### config.mk
export PLATFORM = sky130hd
export DESIGN_NAME = s_mem_sequencer
export DESIGN_NICKNAME = d
export VERILOG_FILES = /design/src/rtl/s_mem_sequencer.sv
export SDC_FILE = /design/constraint.sdc
export NUM_CORES = 1
export LEC_CHECK = 0
export CAP_MARGIN = 10
export CORE_MARGIN = 2
export CORE_UTILIZATION = 31
export DETAILED_ROUTE_END_ITERATION = 16
export PLACE_DENSITY = 0.66
export RECOVER_POWER = 100
export SLEW_MARGIN = 0
export SYNTH_ARGS = -nofsm -noshare
export SYNTH_HDL_FRONTEND = slang
export SYNTH_SLANG_ARGS = --single-unit
### constraint.sdc
create_clock -name CLOCK_50 -period 2.85 [get_ports CLOCK_50]
set_input_delay 0.57 -clock CLOCK_50 [delete_from_list [all_inputs] [get_ports CLOCK_50]]
set_output_delay 0.57 -clock CLOCK_50 [all_outputs]
set_load 0.02 [all_outputs]
### src/rtl/s_mem_sequencer.sv
// Sequences the RC4 init/shuffle/decrypt phases over one shared 256x8 S memory.
// Memory controls are registered one cycle after grant and read valid returns 1+RD_LATENCY cycles after grant; there is no queueing, so a non-owner holds req until its phase.
module s_mem_sequencer #(
    parameter int RD_LATENCY     = 1,
    parameter int TIMEOUT_CYCLES = 4096,
    parameter int TO_WIDTH       = 13
) (
    input  logic       CLOCK_50,
    input  logic       reset_n,
    input  logic       go,
    input  logic       restart,
    output logic       init_start,
    output logic       shuf_start,
    output logic       dec_start,
    input  logic       init_done,
    input  logic       shuf_done,
    input  logic       dec_done,
    input  logic       init_req,
    input  logic       shuf_req,
    input  logic       dec_req,
    input  logic [7:0] init_addr,
    input  logic [7:0] shuf_addr,
    input  logic [7:0] dec_addr,
    input  logic [7:0] init_wdata,
    input  logic [7:0] shuf_wdata,
    input  logic [7:0] dec_wdata,
    input  logic       init_wren,
    input  logic       shuf_wren,
    input  logic       dec_wren,
    output logic       init_gnt,
    output logic       shuf_gnt,
    output logic       dec_gnt,
    output logic       init_rvalid,
    output logic       shuf_rvalid,
    output logic       dec_rvalid,
    output logic [7:0] rdata,
    output logic [7:0] s_addr,
    output logic [7:0] s_wdata,
    output logic       s_wren,
    input  logic [7:0] s_q,
    output logic [2:0] phase,
    output logic       busy,
    output logic       all_done,
    output logic       error
);

    localparam int PIPE_D = 1 + RD_LATENCY;

    typedef enum logic [2:0] {IDLE, RUN_INIT, RUN_SHUF, RUN_DEC, COMPLETE} state_t;

    state_t                    state;
    logic [TO_WIDTH-1:0]       wd_cnt;
    logic [PIPE_D-1:0][2:0]    rd_pipe;

    logic       running;
    logic       own_done;
    logic       wd_hit;
    logic       timeout_now;
    logic [2:0] gnt_tag;
    logic       any_gnt;
    logic [7:0] g_addr;
    logic [7:0] g_wdata;
    logic       g_wren;

    assign init_gnt = init_req && (state == RUN_INIT);
    assign shuf_gnt = shuf_req && (state == RUN_SHUF);
    assign dec_gnt  = dec_req  && (state == RUN_DEC);
    assign gnt_tag  = {dec_gnt, shuf_gnt, init_gnt};
    assign any_gnt  = |gnt_tag;

    always_comb begin
        g_addr  = '0;
        g_wdata = '0;
        g_wren  = 1'b0;
        if (init_gnt) begin
            g_addr  = init_addr;
            g_wdata = init_wdata;
            g_wren  = init_wren;
        end else if (shuf_gnt) begin
            g_addr  = shuf_addr;
            g_wdata = shuf_wdata;
            g_wren  = shuf_wren;
        end else if (dec_gnt) begin
            g_addr  = dec_addr;
            g_wdata = dec_wdata;
            g_wren  = dec_wren;
        end
    end

    always_comb begin
        own_done = 1'b0;
        case (state)
            RUN_INIT: own_done = init_done;
            RUN_SHUF: own_done = shuf_done;
            RUN_DEC:  own_done = dec_done;
            default:  own_done = 1'b0;
        endcase
    end

    assign running     = (state == RUN_INIT) || (state == RUN_SHUF) || (state == RUN_DEC);
    // The counter reaching TIMEOUT_CYCLES-1 on this edge is the timeout; a done in the same cycle wins.
    assign wd_hit      = (wd_cnt == TO_WIDTH'(TIMEOUT_CYCLES - 2));
    assign timeout_now = running && !own_done && wd_hit;

    assign {dec_rvalid, shuf_rvalid, init_rvalid} = rd_pipe[PIPE_D-1];
    assign rdata = s_q;

    // Read tags are captured at issue, so a phase change never reroutes an in-flight read.
    always_ff @(posedge CLOCK_50 or negedge reset_n) begin
        if (!reset_n) begin
            s_addr  <= '0;
            s_wdata <= '0;
            s_wren  <= 1'b0;
            rd_pipe <= '0;
        end else if (restart) begin
            s_wren  <= 1'b0;
            rd_pipe <= '0;
        end else begin
            for (int i = PIPE_D - 1; i > 0; i--) begin
                rd_pipe[i] <= rd_pipe[i-1];
            end
            rd_pipe[0] <= g_wren ? 3'b000 : gnt_tag;
            if (any_gnt) begin
                s_addr  <= g_addr;
                s_wdata <= g_wdata;
            end
            s_wren <= g_wren && !timeout_now;
        end
    end

    always_ff @(posedge CLOCK_50 or negedge reset_n) begin
        if (!reset_n) begin
            state      <= IDLE;
            wd_cnt     <= '0;
            init_start <= 1'b0;
            shuf_start <= 1'b0;
            dec_start  <= 1'b0;
            phase      <= 3'b000;
            busy       <= 1'b0;
            all_done   <= 1'b0;
            error      <= 1'b0;
        end else begin
            init_start <= 1'b0;
            shuf_start <= 1'b0;
            dec_start  <= 1'b0;
            if (restart) begin
                state    <= IDLE;
                wd_cnt   <= '0;
                phase    <= 3'b000;
                busy     <= 1'b0;
                all_done <= 1'b0;
                error    <= 1'b0;
            end else begin
                case (state)
                    // A latched watchdog error parks the sequencer until restart.
                    IDLE: begin
                        if (go && !error) begin
                            state      <= RUN_INIT;
                            init_start <= 1'b1;
                            phase      <= 3'b001;
                            busy       <= 1'b1;
                            wd_cnt     <= '0;
                        end
                    end
                    RUN_INIT, RUN_SHUF, RUN_DEC: begin
                        if (own_done) begin
                            wd_cnt <= '0;
                            case (state)
                                RUN_INIT: begin
                                    state      <= RUN_SHUF;
                                    shuf_start <= 1'b1;
                                    phase      <= 3'b010;
                                end
                                RUN_SHUF: begin
                                    state     <= RUN_DEC;
                                    dec_start <= 1'b1;
                                    phase     <= 3'b100;
                                end
                                default: begin
                                    state    <= COMPLETE;
                                    phase    <= 3'b000;
                                    busy     <= 1'b0;
                                    all_done <= 1'b1;
                                end
                            endcase
                        end else if (wd_hit) begin
                            state  <= IDLE;
                            error  <= 1'b1;
                            phase  <= 3'b000;
                            busy   <= 1'b0;
                            wd_cnt <= '0;
                        end else begin
                            wd_cnt <= wd_cnt + TO_WIDTH'(1);
                        end
                    end
                    COMPLETE: begin
                    end
                    default: begin
                        state <= IDLE;
                    end
                endcase
            end
        end
    end

endmodule
==> out/qor.yml <==
run_status:
  outcome: "finished, final reports clean"
synth:
  syn_avg_cell_area_um2: 10.3
  muxShareOfSynthArea_pct: 0.835
  synth_top_family_by_area: "simple AND/OR/NAND/NOR gates"
  yosys.cell_types.count: 43
  synth_edf_count: 0
  synth-xor-area-share_pct: 2.92
  ys_warn_count: 0
  syn_area_um2: 2400
  synth_fa_ha_area_share_pct: 1.04
  syn_inst: 232
  synth-compound-area-share_pct: 18.7
  ys_seq_elements: 48
  async_reset_ff_share_pct: 100
  synth-main-ff-cell: "dfrtp_1"
  ys_seq_area_share_pct: 50.1
  synth-simple-area-share_pct: 19.9
  syn_nets: 303
cts:
  clock-sinks: 48
  post_cts_buffers: 0
  clk_latency_ns: 0.30
  cts_tree: "done"
  cts_resized: 0
  cts_hold_buf: 0
  htree_levels: 2
  clk_pin_slew_ns: 0.09
  numCtsBuffers: 5
  cts-root-buf: "clkbuf_8"
  clockBufferDepth: 2
critical_path:
  r2r_slack_ns: 0.75
  critical_path.max_stage_delay_ns: 0.71
  r2r_end: "s_wdata[5]"
  r2r_cells: 9
  cp-end-kind: "output pin"
  cp_slowest_cell: "dlygate4sd3_1"
  worstPathRequired_ns: 2.28
  cp_cell_sequence: "clkdlybuf4s50_1 -> and4bb_2 -> dlygate4sd3_1"
  cp-start-kind: "input pin"
  startpoint: "init_req"
  cp_max_fo: 2
  crit_type: "input pin to output pin"
  critPathCapture: "init_gnt"
  reg2reg_from: "state[2]"
  crit_arrival_ns: 2.02
floorplan:
  start_util_pct: 31.5
  rows: 32
  die_width_um: 91.9
  fp.dieH_um: 91.9
  io_pins: 109
  die-area_um2: 8450
  core_area_um2: 7610
layout:
  drive_above_1_share_pct: 6.90
  diodes: 0
  area_growth_pct: 43.8
  layout.nets: 389
  final_util_pct: 45.3
sta:
  fmax_mhz: 385
  slew_viol_final: 0
  whs_ns: 0.416
  slew_headroom_pct: 32.0
  post-route-period-util_pct: 91.0
  layout_min_cycle_time_ns: 2.59
  hold_violations: 0
  setup_violations: 0
  fin_skew_ns: 0.00598
  fin_tns_setup_ns: 0
  rsz0062_at_grt: "false"
  tightest_slew_ns: 1.02
global_routing:
  antenna_found_initial: 0
  globalRouteTotalUtil_pct: 16.2
  grt_max_degree: 31
  grt_pass1_wl_mm: 10.9
  grt_pass1_vias: 2091
  grt_overflow: 0
pwr:
  pwr_density_cell_nw_per_um2: 708
  p_leak_nw: 1.52
  peakVddDrop_mv: 0.497
detailed_routing:
  wl_mm: 6.84
  wire_per_inst_um: 16.2
  post_drt_via_cell_ratio: 5.15
  drc: 0
  dr.pass1.iters: 7
  antenna_left: 0
  vias: 2169
  drtIter0Drc: 180
placement:
  port-buffer-count: 92
  place_hpwl_mm: 5.09
  gp_congestion: 0.830
worst_hold_path:
  hold_class: "input pin to async pin"
flow_run:
  cap_violations: 0
[cell type report]
cell class                      instances  area [um^2]
Fill cell                             753         4160
Sequential cell                        48         1200
Multi-Input combinational cell        157         1020
Timing Repair Buffer                  102          973
Tap cell                              102          128
Clock buffer                            6         72.6
Clock inverter                          2         35.0
Inverter                                4         15.0
[cells by family (layout without fill, tap and decap cells)]
group / count (synthesis) / in the layout
adder cells (fa/ha/maj): 2 / 2
AND/OR/NAND/NOR: 86 / 86
XOR/XNOR: 8 / 8
buffers and inverters: 27 / 114
multiplexers: 2 / 2
AO/OA/AOI/OAI: 59 / 59
flip-flops: 48 / 48
[report_power, final]
part           internal (mW)  switching, mW
clock                  0.261          0.225
sequential             0.838         0.0862
combinational          0.456          0.575
total                   1.55          0.886
[stage by stage]
step | power, mW | cells | worst slack (ns) | cell area [um^2]
after CTS | 2.55 | 421 | 0.328 | 3480
after floorplan | 1.55 | 232 | 1.04 | 2400
after global routing | 2.60 | 421 | 0.186 | 3450
after detailed placement | 2.06 | 413 | 0.340 | 3380
after global placement | 2.04 | 413 | 0.324 | 3380
final | 2.44 | 421 | 0.255 | 3450
[worst max-delay path, delay by kind of cell]
family / cells / cell delay [ns]
buffers and inverters: 2 / 1.19
AND/OR/NAND/NOR: 1 / 0.27
[cell usage after synthesis (2+ instances only)]
master,number,share of area (%)
dfrtp_1,48,50
nor2_1,39,6.1
a21oi_1,18,3.8
a222oi_1,17,7.1
buf_2,10,2.1
buf_4,9,2.8
xor2_1,8,2.9
a21o_1,6,1.9
nand2_1,5,0.78
nand3_1,5,1.0
nor2b_1,5,1.3
nand3b_1,4,1.3
nor3_1,4,0.84
o211ai_1,4,1.3
o21ai_0,4,0.84
and3_1,3,0.78
inv_1,3,0.47
nand2b_1,3,0.78
nand4_1,3,0.78
o2111ai_1,3,1.1
a22o_1,2,0.73
and4_1,2,0.73
and4bb_2,2,1.0
clkbuf_1,2,0.31
ha_1,2,1.0
mux2i_1,2,0.84
nor3_2,2,0.84
nor3b_1,2,0.63
[flip-flops by register name, summed over array words and instances, names as in the netlist, 3 cells and up]
register  flops
s_addr        8
rd_pipe       3
phase         3
wd_cnt       13
state         3
s_wdata       8
[worst min path at each step]
stage,startpoint,end,cells past startpoint
floorplan,reset_n,all_done,0
global placement,rd_pipe[2],dec_rvalid,1
detailed placement,rd_pipe[2],dec_rvalid,1
CTS,reset_n,s_addr[3],1
global route,reset_n,s_addr[3],1
finish,reset_n,s_addr[3],1
[layout by cell type (no fill, tap or decap), drive strengths merged, types with 2 or more instances in the layout]
cell           synthesis  routed
and4bb                 2       2
and3                   3       3
o211ai                 4       4
o21ai                  5       5
a21o                   6       6
and4                   2       2
nor2                  41      41
nor3b                  2       2
inv                    4       4
nor2b                  5       5
nand2                  5       5
a21oi                 18      18
clkbuf                 2      12
dfrtp                 48      48
clkdlybuf4s50          0      58
mux2i                  2       2
dlygate4sd3            0      33
nand2b                 3       3
xor2                   8       8
nor3                   6       6
ha                     2       2
o2111ai                3       3
buf                   21       5
nand4                  3       3
nand3                  5       5
nand3b                 4       4
a22o                   2       2
a222oi                17      17
[per-layer routing]
metal | vias up | share of wire, % | track usage, %
met3 | 13 | 4.3 | 3.29
met4 | 0 | 2.0 | 5.10
met5 | - | 0 | 0
met1 | 1080 | 44 | 22.4
li1 | 1021 | - | -
met2 | 55 | 49 | 25.6
Power figures use the tool's default switching activity.
